**config.mk**
```make
export PLATFORM = sky130hd
export DESIGN_NAME = multi_trigger_gen_flat
export DESIGN_NICKNAME = d
export VERILOG_FILES = /design/src/rtl/trigger_gen_pkg.sv /design/src/rtl/multi_trigger_gen_if.sv /design/src/rtl/trigger_channel.sv /design/src/rtl/multi_trigger_gen.sv /design/src/flat_wrapper.sv
export SDC_FILE = /design/constraint.sdc
export NUM_CORES = 2
export LEC_CHECK = 0
export ABC_CLOCK_PERIOD_IN_PS = 5700
export CAP_MARGIN = 15
export CORE_MARGIN = 2
export CORE_UTILIZATION = 45
export DETAILED_ROUTE_END_ITERATION = 8
export GPL_TIMING_DRIVEN = 0
export PLACE_DENSITY = 0.74
export SETUP_SLACK_MARGIN = 0.4
export SLEW_MARGIN = 20
export SYNTH_ARGS = -nofsm -noshare
export SYNTH_HDL_FRONTEND = slang
export SYNTH_SLANG_ARGS = --single-unit
```
**constraint.sdc**
```tcl
create_clock -name ipClk -period 5.7 [get_ports ipClk]
set_input_delay 1.14 -clock ipClk [delete_from_list [all_inputs] [get_ports ipClk]]
set_output_delay 1.14 -clock ipClk [all_outputs]
set_load 0.02 [all_outputs]
```
**src/rtl/trigger_gen_pkg.sv**
```systemverilog
// Shared definitions for the multi-channel trigger generator.
// Holds the per-channel FSM state encoding and the default channel count / counter width.
// No ports; imported by the interface, the channel and the top.
package trigger_gen_pkg;

  localparam int DEF_N_CH  = 4;
  localparam int DEF_WIDTH = 32;

  typedef enum logic [1:0] {
    IDLE  = 2'd0,
    DELAY = 2'd1,
    RUN   = 2'd2
  } ch_state_t;

endpackage

```
**src/rtl/multi_trigger_gen_if.sv**
```systemverilog
// Bundle of per-channel control inputs and trigger/status outputs for multi_trigger_gen.
// master: the controller driving start/stop/config and observing outputs; slave: the generator.
// Optional opTrigCount exists only when MULTI_TRIGGER_GEN_COUNT_EN is defined.
interface multi_trigger_gen_if
  import trigger_gen_pkg::*;
#(
  parameter int N_CH  = DEF_N_CH,
  parameter int WIDTH = DEF_WIDTH
) ();

  logic [N_CH-1:0]       ipStart;
  logic [N_CH-1:0]       ipStop;
  logic [N_CH*WIDTH-1:0] ipPeriod;
  logic [N_CH*WIDTH-1:0] ipPhase;
  logic [N_CH*WIDTH-1:0] ipPulseWidth;
  logic [N_CH*WIDTH-1:0] ipBurst;
  logic [N_CH-1:0]       opTrigger;
  logic [N_CH-1:0]       opBusy;
  logic [N_CH-1:0]       opDone;
`ifdef MULTI_TRIGGER_GEN_COUNT_EN
  logic [N_CH*WIDTH-1:0] opTrigCount;
`endif

  modport master (
    output ipStart, ipStop, ipPeriod, ipPhase, ipPulseWidth, ipBurst,
    input  opTrigger, opBusy, opDone
`ifdef MULTI_TRIGGER_GEN_COUNT_EN
    , input opTrigCount
`endif
  );

  modport slave (
    input  ipStart, ipStop, ipPeriod, ipPhase, ipPulseWidth, ipBurst,
    output opTrigger, opBusy, opDone
`ifdef MULTI_TRIGGER_GEN_COUNT_EN
    , output opTrigCount
`endif
  );

endinterface

```
**src/rtl/trigger_channel.sv**
```systemverilog
// One trigger channel: IDLE -> (DELAY) -> RUN periodic pulse train, optional finite burst.
// Ports: clk/rst (rst already registered, sync active-high), start/stop pulses, period/phase/
// pulse-width/burst config, registered trig/done, busy; trig_cnt with MULTI_TRIGGER_GEN_COUNT_EN.
module trigger_channel
  import trigger_gen_pkg::*;
#(
  parameter int WIDTH = DEF_WIDTH
) (
  input  logic             clk,
  input  logic             rst,
  input  logic             start,
  input  logic             stop,
  input  logic [WIDTH-1:0] period_in,
  input  logic [WIDTH-1:0] phase_in,
  input  logic [WIDTH-1:0] pw_in,
  input  logic [WIDTH-1:0] burst_in,
  output logic             trig,
  output logic             busy,
  output logic             done
`ifdef MULTI_TRIGGER_GEN_COUNT_EN
  ,
  output logic [WIDTH-1:0] trig_cnt
`endif
);

  localparam logic [WIDTH-1:0] ONE = WIDTH'(1);

  ch_state_t        state_q, state_d;
  logic [WIDTH-1:0] dly_q, dly_d;        // cycles spent in DELAY, 1-based
  logic [WIDTH-1:0] pos_q, pos_d;        // position inside current period, 1..period
  logic [WIDTH-1:0] nper_q, nper_d;      // completed periods of the burst
  logic [WIDTH-1:0] period_q, period_d;
  logic [WIDTH-1:0] pw_q, pw_d;
  logic [WIDTH-1:0] phase_q, phase_d;
  logic [WIDTH-1:0] burst_q, burst_d;
  logic             trig_q, trig_d;
  logic             done_q, done_d;

  // Zero period/width behave as one so the counter always advances and the
  // first cycle of every period is high.
  logic [WIDTH-1:0] period_eff, pw_eff;
  assign period_eff = (period_q == '0) ? ONE : period_q;
  assign pw_eff     = (pw_q == '0) ? ONE : pw_q;

  always_ff @(posedge clk) begin
    if (rst) begin
      state_q  <= IDLE;
      dly_q    <= '0;
      pos_q    <= '0;
      nper_q   <= '0;
      period_q <= '0;
      pw_q     <= '0;
      phase_q  <= '0;
      burst_q  <= '0;
      trig_q   <= 1'b0;
      done_q   <= 1'b0;
    end else begin
      state_q  <= state_d;
      dly_q    <= dly_d;
      pos_q    <= pos_d;
      nper_q   <= nper_d;
      period_q <= period_d;
      pw_q     <= pw_d;
      phase_q  <= phase_d;
      burst_q  <= burst_d;
      trig_q   <= trig_d;
      done_q   <= done_d;
    end
  end

  // Next-state and next-output logic. Trigger and done are computed for the
  // coming cycle so the outputs leave a register.
  always_comb begin
    state_d  = state_q;
    dly_d    = dly_q;
    pos_d    = pos_q;
    nper_d   = nper_q;
    period_d = period_q;
    pw_d     = pw_q;
    phase_d  = phase_q;
    burst_d  = burst_q;
    trig_d   = 1'b0;
    done_d   = 1'b0;

    if (stop) begin
      // Stop dominates a simultaneous start; harmless when already idle.
      state_d = IDLE;
      dly_d   = '0;
      pos_d   = '0;
      nper_d  = '0;
    end else if (start) begin
      // Restart from any state, abandoning a running burst without done.
      period_d = period_in;
      pw_d     = pw_in;
      phase_d  = phase_in;
      burst_d  = burst_in;
      dly_d    = '0;
      pos_d    = '0;
      nper_d   = '0;
      if (phase_in != '0) begin
        state_d = DELAY;
        dly_d   = ONE;
      end else begin
        state_d = RUN;
        pos_d   = ONE;
        trig_d  = 1'b1;
      end
    end else begin
      case (state_q)
        IDLE: ;
        DELAY: begin
          if (dly_q >= phase_q) begin
            state_d = RUN;
            dly_d   = '0;
            pos_d   = ONE;
            trig_d  = 1'b1;
          end else begin
            dly_d = dly_q + ONE;
          end
        end
        RUN: begin
          if (pos_q >= period_eff) begin
            if ((burst_q != '0) && (nper_q >= burst_q - ONE)) begin
              state_d = IDLE;
              pos_d   = '0;
              nper_d  = '0;
              done_d  = 1'b1;
            end else begin
              // Period boundary: the only point where new period/width take effect.
              pos_d    = ONE;
              trig_d   = 1'b1;
              period_d = period_in;
              pw_d     = pw_in;
              if (burst_q != '0) nper_d = nper_q + ONE;
            end
          end else begin
            pos_d  = pos_q + ONE;
            trig_d = ((pos_q + ONE) <= pw_eff);
          end
        end
        default: state_d = IDLE;
      endcase
    end
  end

  assign trig = trig_q;
  assign done = done_q;
  assign busy = (state_q != IDLE);

`ifdef MULTI_TRIGGER_GEN_COUNT_EN
  // Counts edges in step with the trigger register; a restart clears the
  // count but still counts an edge produced by that same start.
  logic [WIDTH-1:0] cnt_q;
  logic             rise;
  assign rise = trig_d & ~trig_q;

  always_ff @(posedge clk) begin
    if (rst)        cnt_q <= '0;
    else if (start) cnt_q <= rise ? ONE : '0;
    else if (rise)  cnt_q <= cnt_q + ONE;
  end

  assign trig_cnt = cnt_q;
`endif

endmodule

```
**src/rtl/multi_trigger_gen.sv**
```systemverilog
// N_CH independent periodic trigger generators with phase delay, pulse width and burst count.
// Ports: ipClk, Reset (sync active-high, registered once before use -> two-cycle latency),
// bus (slave modport: start/stop/config in, opTrigger/opBusy/opDone out; opTrigCount with MULTI_TRIGGER_GEN_COUNT_EN).
module multi_trigger_gen
  import trigger_gen_pkg::*;
#(
  parameter int N_CH  = DEF_N_CH,
  parameter int WIDTH = DEF_WIDTH
) (
  input  logic               ipClk,
  input  logic               Reset,
  multi_trigger_gen_if.slave bus
);

  // Reset is retimed once so every channel sees a clean, flop-driven reset.
  logic rst_q;
  always_ff @(posedge ipClk) begin
    rst_q <= Reset;
  end

  logic [N_CH-1:0] trig;
  logic [N_CH-1:0] busy;
  logic [N_CH-1:0] done;
`ifdef MULTI_TRIGGER_GEN_COUNT_EN
  logic [N_CH*WIDTH-1:0] cnt;
`endif

  for (genvar i = 0; i < N_CH; i++) begin : g_ch
    trigger_channel #(
      .WIDTH (WIDTH)
    ) u_ch (
      .clk       (ipClk),
      .rst       (rst_q),
      .start     (bus.ipStart[i]),
      .stop      (bus.ipStop[i]),
      .period_in (bus.ipPeriod[i*WIDTH +: WIDTH]),
      .phase_in  (bus.ipPhase[i*WIDTH +: WIDTH]),
      .pw_in     (bus.ipPulseWidth[i*WIDTH +: WIDTH]),
      .burst_in  (bus.ipBurst[i*WIDTH +: WIDTH]),
      .trig      (trig[i]),
      .busy      (busy[i]),
      .done      (done[i])
`ifdef MULTI_TRIGGER_GEN_COUNT_EN
      ,
      .trig_cnt  (cnt[i*WIDTH +: WIDTH])
`endif
    );
  end

  assign bus.opTrigger = trig;
  assign bus.opBusy    = busy;
  assign bus.opDone    = done;
`ifdef MULTI_TRIGGER_GEN_COUNT_EN
  assign bus.opTrigCount = cnt;
`endif

endmodule

```
**src/flat_wrapper.sv**
```systemverilog
// flat-port wrapper written by rule: the top's interface ports become plain ports
module multi_trigger_gen_flat import trigger_gen_pkg::*;
#(
  parameter int N_CH  = DEF_N_CH,
  parameter int WIDTH = DEF_WIDTH
)
  (ipClk, Reset, bus_ipStart, bus_ipStop, bus_ipPeriod, bus_ipPhase, bus_ipPulseWidth, bus_ipBurst, bus_opTrigger, bus_opBusy, bus_opDone);
  multi_trigger_gen_if #(.N_CH(N_CH), .WIDTH(WIDTH)) bus_i ();
  input  logic ipClk;
  input  logic Reset;
  input wire logic [$bits(bus_i.ipStart)-1:0] bus_ipStart;
  input wire logic [$bits(bus_i.ipStop)-1:0] bus_ipStop;
  input wire logic [$bits(bus_i.ipPeriod)-1:0] bus_ipPeriod;
  input wire logic [$bits(bus_i.ipPhase)-1:0] bus_ipPhase;
  input wire logic [$bits(bus_i.ipPulseWidth)-1:0] bus_ipPulseWidth;
  input wire logic [$bits(bus_i.ipBurst)-1:0] bus_ipBurst;
  output wire logic [$bits(bus_i.opTrigger)-1:0] bus_opTrigger;
  output wire logic [$bits(bus_i.opBusy)-1:0] bus_opBusy;
  output wire logic [$bits(bus_i.opDone)-1:0] bus_opDone;
  assign bus_i.ipStart = bus_ipStart;
  assign bus_i.ipStop = bus_ipStop;
  assign bus_i.ipPeriod = bus_ipPeriod;
  assign bus_i.ipPhase = bus_ipPhase;
  assign bus_i.ipPulseWidth = bus_ipPulseWidth;
  assign bus_i.ipBurst = bus_ipBurst;
  assign bus_opTrigger = bus_i.opTrigger;
  assign bus_opBusy = bus_i.opBusy;
  assign bus_opDone = bus_i.opDone;
  multi_trigger_gen #(.N_CH(N_CH), .WIDTH(WIDTH)) u_core (.ipClk(ipClk), .Reset(Reset), .bus(bus_i));
endmodule
```
[Word-level counts from Yosys, hierarchy flattened]
Index checks and enable logic that the tools add are counted.
Operators by class
  $add $sub $neg: 16
  magnitude comparators: 16
  equal/unequal tests: 28
  mux-type cells: 140
  bitwise gates (word level): 12
  reductions and logical operators: 80
Operator list (count)
  32-bit two-way mux: 72
  32-bit by 1-bit adder with 32-bit output (second input constant): 12
  32-bit greater-or-equal comparator: 12
  32-bit logical NOT: 8
  32-bit case mux with 2 select lines: 4
  32-bit nonzero test: 8
  32-bit <= comparator: 4
  32-bit by 1-bit subtractor with 32-bit output (second input constant): 4
  2-bit two-way mux: 20
  2-bit nonzero test: 20
  1-bit two-way mux: 36
  3-bit inequality test (second input constant): 12
  4-bit AND reduction: 8
  2-bit case mux with 3 select lines: 4
  5-bit OR reduction: 4
  2-bit inequality test (second input constant): 8
  2-bit AND reduction: 8
  1-bit inverter: 12
  3-bit AND reduction: 4
  3-bit nonzero test: 4
  3-bit OR reduction: 4
  2-bit by 1-bit == test with 1-bit output (second input constant): 4
  2-bit == test (second input constant): 4
  2-bit logical NOT: 4
  other kinds (3): 12
Storage, ports and cells
  register bits after elaboration: 913
  word-level logic and storage cells: 333

[Longest topological paths before layout]
  depth in word-level cells: 7
  mapped depth: 21
  depth with buffers taken out: 19

[By module]
From an unflattened synthesis, not the netlist that was laid out.
Second synthesis, totals
  cells, all modules: 7045
  area, all modules: 57181.1 um^2
By module, submodules not included
  trigger_channel at u_core.g_ch[0].u_ch ...: instances 3, cells each 1764, area an instance 14285.0 um^2
  trigger_channel at u_core.g_ch[1].u_ch: instances 1, cells each 1752, area an instance 14306.2 um^2
  multi_trigger_gen: instances 1, cells each 1, area an instance 20.0 um^2

[Least setup slack after synthesis]
OpenSTA, ideal clock, no wires.
  path kind: reg2reg
  from: register u_core.g_ch[2].u_ch.burst_q[17]
  to: register u_core.g_ch[2].u_ch.period_q[0]
  arrival: 4.430 ns
  required time: 5.572 ns
  setup slack: 1.143 ns
  cell stages (with the launch flop): 18
  buffers on the path: 2
  clock period less this slack: 4.557 ns
  cell sequence: dfxtp_1 > or3_1 > or4_1 > or3_1 > or4_1 > xor2_1 > ha_1 > nand4_1 > nor3_1 > nand2_1 > or4_1 > o211ai_1 > o21ai_0 > o211ai_1 > buf_1 > buf_2 > mux2i_1 > nor2_1
Between the ends
  word-level cells in the longest chain between the ends: 5
RTL lines
  start: declaration: RTL line trigger_channel.sv:35  | logic [WIDTH-1:0] burst_q, burst_d;
  start signal: assignment: RTL line trigger_channel.sv:65  | burst_q <= burst_d;
  32-bit by 1-bit subtractor with 32-bit output: RTL line trigger_channel.sv:123  | if ((burst_q != '0) && (nper_q >= burst_q - ONE)) begin
  32-bit greater-or-equal comparator: RTL line trigger_channel.sv:123
  1-bit logical AND *: RTL line trigger_channel.sv:123
  2-bit inequality test (no source line) *
  4-bit AND reduction (no source line) *
  end signal: assignment: RTL line trigger_channel.sv:62  | period_q <= period_d;
  end: declaration: RTL line trigger_channel.sv:32  | logic [WIDTH-1:0] period_q, period_d;
Mark *: on every way between the ends. The rest lies on a longest branch, timed or not.
A chain may end at the register's enable or synchronous reset.

[Final worst setup path]
  from: register u_core.g_ch[0].u_ch.pos_q[0]
  to: register u_core.g_ch[0].u_ch.trig_q
Between the ends
  word-level cells in the longest chain between the ends: 5
RTL lines
  start: declaration: RTL line trigger_channel.sv:30  | logic [WIDTH-1:0] pos_q, pos_d;
  start signal: assignment: RTL line trigger_channel.sv:60  | pos_q <= pos_d;
  32-bit by 1-bit adder with 32-bit output: RTL line trigger_channel.sv:138  | trig_d = ((pos_q + ONE) <= pw_eff);
  32-bit <= comparator: RTL line trigger_channel.sv:138
  1-bit two-way mux *: RTL line trigger_channel.sv:122  | if (pos_q >= period_eff) begin
  1-bit case mux with 2 select lines *: RTL line trigger_channel.sv:109  | case (state_q)
  1-bit two-way mux *: RTL line trigger_channel.sv:91  | end else if (start) begin
  end signal: assignment: RTL line trigger_channel.sv:66  | trig_q <= trig_d;
  end: declaration: RTL line trigger_channel.sv:36  | logic trig_q, trig_d;
Marked as above.

==> impl_metrics.csv <==
group,metric,value,unit
global_route,grt_overflow,0,
job,drv_cap,0,
yosys,synthTopCellsByCount,"nand2_1, dfxtp_1, a21oi_1",
critical_path,crit_path_start,"u_core.g_ch[0].u_ch.pos_q[0]",
detailed_routing,wl,171,mm
clock_network,clk_pin_slew,0.06,ns
detailed_routing,vias,51500,
floorplanning,core,120000,sq um
floorplanning,core.rowCount,127,
timing,finalSetupViolCount,0,
clock_network,tritoncts,"done",
yosys,ys_types,87,
yosys,yosys.area_share.simple,24.5,%
critical_path,crit_arrival,5.67,ns
placement,io_buffers,532,
placement,gp_congestion,0.986,
yosys,yosysSeqAreaShare,33.7,%
yosys,syn_area_per_cell,7.97,sq um
timing,slew_headroom,26.6,%
floorplanning,fp.dieW,351,um
yosys,yosys-top-cells-area,"dfxtp_1, ha_1, nand2_1",
floorplanning,dieArea,123000,sq um
yosys,synth_warnings,0,
clock_network,cts_made_buffers,103,
critical_path,crit_path_max_fanout,6,
floorplanning,initial_core_util,45.3,%
pwr,finalPower,0.0158,W
yosys,synthAdderAreaFrac,12.5,%
placement,dpl.hpwl,135,mm
timing,grt_setup_unrepaired,"no",
status,outcome,"completed",
timing,fin_crit_sh,87.4,%
timing,min_period,4.98,ns
detailed_routing,route.antenna.remaining_nets,0,
layout,layout-drive-gt1-share,4.23,%
hold_path,hold_class,"reg -> reg",
yosys,synth_top_area_share,33.7,%
yosys,synth_edf_count,0,
pwr,powerDensity,242,nW/um^2
yosys,yosysTopAreaCell,"dfxtp_1",
detailed_routing,route.detailed.drc,0,
layout,nets,8515,
critical_path,path_class,"reg -> reg",
global_route,grt_max_degree,16,
yosys,synth-main-ff-cell,"dfxtp_1",
detailed_routing,first_iter_violations,4564,
clock_network,clock_sinks,913,
global_route,grt_pass1_wl,265,mm
yosys,async_flop_share,0,%
timing,tightestPinTransition,1.10,ns
timing,finClkSkew,0.0450,ns
critical_path,critPathLaunchType,"flop",
yosys,synth_cells,6809,
floorplanning,die_height,351,um
timing,fmax,201,MHz
timing,hold_violations,0,
clock_network,clk_latency,0.74,ns
detailed_routing,wl_per_cell,18.7,um
timing,slew_violations,0,
hold_path,min-delay-start,"u_core.g_ch[0].u_ch.phase_q[10]",
yosys,synth.most_common_cell,"nand2_1",
clock_network,cts_htree_levels,3,
layout,syn_to_final_growth,20.5,%
floorplanning,ioPinCount,534,
yosys,synthMuxAreaShare,3.58,%
clock_network,clockRootBuffer,"clkbuf_16",
clock_network,clock_path_buffers,3,
yosys,synth-compound-area-share,14.2,%
yosys,syn_nets,7871,
critical_path,crit_required,6.38,ns
critical_path,timing.rr.start,"u_core.g_ch[0].u_ch.pos_q[0]",
pwr,vdd.ir_drop.worst,0.209,mV
layout,fin_util,54.6,%
yosys,synthXorXnorAreaFrac,5.88,%
global_route,grt_antenna_before_repair,14,
yosys,synth_top_family_by_area,"simple AND/OR/NAND/NOR gates",
global_route,grt_pass1_vias,49100,
critical_path,worstSetupEndpointType,"flop",
pwr,leakage,25.8,nW
detailed_routing,dr.pass1.iters,9,
detailed_routing,post_drt_via_cell_ratio,5.62,
global_route,grt_use_total,26.8,%
yosys,netlist_area,54200,sq um
yosys,ys_seq_elements,913,
layout,num-fill-cells,11000,
-- state kept, by name, summed over array words and instances (netlist names) --
signal,cells
u_core.g_ch.u_ch.pos_q,128
u_core.g_ch.u_ch.period_q,128
u_core.g_ch.u_ch.trig,4
u_core.g_ch.u_ch.state_q,8
u_core.g_ch.u_ch.done,4
u_core.g_ch.u_ch.burst_q,128
u_core.g_ch.u_ch.pw_q,128
u_core.g_ch.u_ch.dly_q,128
u_core.g_ch.u_ch.phase_q,128
u_core.rst_q,1
u_core.g_ch.u_ch.nper_q,128
-- where the power goes --
group          switching, W  internal [W]  leakage [nW]
sequential         0.000174       0.00656          7.42
clock               0.00288       0.00403          1.71
combinational       0.00120      0.000989          16.6
-- stage by stage --
stage | instance area, sq um | setup slack (ns) | hold slack [ns] | setup TNS, ns | cells
6_report | 65400 | 0.717 | 0.453 | 0 | 9159
5_1_grt | 65400 | 0.387 | 0.470 | 0 | 9154
4_1_cts | 65200 | 0.404 | 0.455 | 0 | 9143
3_5_place_dp | 61600 | -0.354 | 0.447 | -14.33 | 8955
3_3_place_gp | 61600 | -0.286 | 0.442 | -12.94 | 8953
2_1_floorplan | 54200 | 1.14 | 0.434 | 0 | 6809
-- layer usage --
| layer | part of all wire, % | vias up | track usage [%] | wire length [um] |
|---|---|---|---|---|
| met5 | 0.0076 | - | 0 | 13 |
| met4 | 5.1 | 2 | 13.4 | 8680 |
| met3 | 6.6 | 343 | 3.81 | 11300 |
| met2 | 46 | 1813 | 44.6 | 79000 |
| met1 | 42 | 24200 | 33.9 | 72200 |
| li1 | - | 25100 | - | - |
-- critical path, cell delays in order (launching register included) --
cell	delay (ns)
dfxtp_1	0.50
ha_1	0.28
and3_1	0.25
and3_1	0.19
clkbuf_1	0.28
nand2_1	0.14
nor4_2	0.68
nand4_1	0.27
xnor2_1	0.32
ha_1	0.29
and4_1	0.16
nand3_1	0.11
nor3_1	0.09
a2111oi_0	0.40
o21ai_0	0.17
o22ai_1	0.26
a21oi_1	0.19
o221ai_1	0.21
and2_1	0.14
-- final timing paths --
kind | end | slack [ns] | depth (start not counted)
worst max register to register | u_core.g_ch[0].u_ch.trig | 0.72 | 18
worst min register to register | u_core.g_ch[0].u_ch.phase_q[10] | 0.45 | 2
worst max-delay path | u_core.g_ch[0].u_ch.trig | 0.72 | 18
worst min-delay path | u_core.g_ch[0].u_ch.phase_q[10] | 0.45 | 2
-- timing repair --
action,in CTS,in global routing
endpoints found under the hold margin,0,0
setup endpoints to repair,221,346
buffers inserted,2,3
hold buffers,0,0
gates resized for setup,14,43
pin swaps,0,1
cloned,0,0
-- area by class of cell --
cell class	instances	area [sq um]	share of cell area [%]
plain buffers	299	1460	2.24
multi-input cells	5156	33000	50.5
clock buffers	143	2910	4.45
well taps	1612	2020	3.08
clock inverters	43	581	0.888
repair buffers	539	5410	8.27
flip-flops and latches	913	18300	28.0
diodes	13	32.5	0.0498
inverters	441	1660	2.53
-- cells in the final DEF, fill, tap and decap left out, types with 185 or more instances in the layout --
cell type	synthesis	final
inv_1	440	440
nand2_1	991	991
mux2i_1	194	194
nor2_1	556	551
o21ai_0	263	262
ha_1	540	540
clkdlybuf4s50_1	0	532
nand4_1	212	212
a21oi_1	626	626
xnor2_1	185	185
clkbuf_1	231	236
nand3_1	214	214
dfxtp_1	913	913
-- logic make-up after synthesis --
logic type | count (synthesis)
AOI/OAI and AO/OA | 1307
xor gates and xnor gates | 364
adders and majority gates | 540
buffers and inverters | 740
DFF | 913
muxes | 194
and+or+nand+nor | 2751
Power figures use the tool's default switching activity.
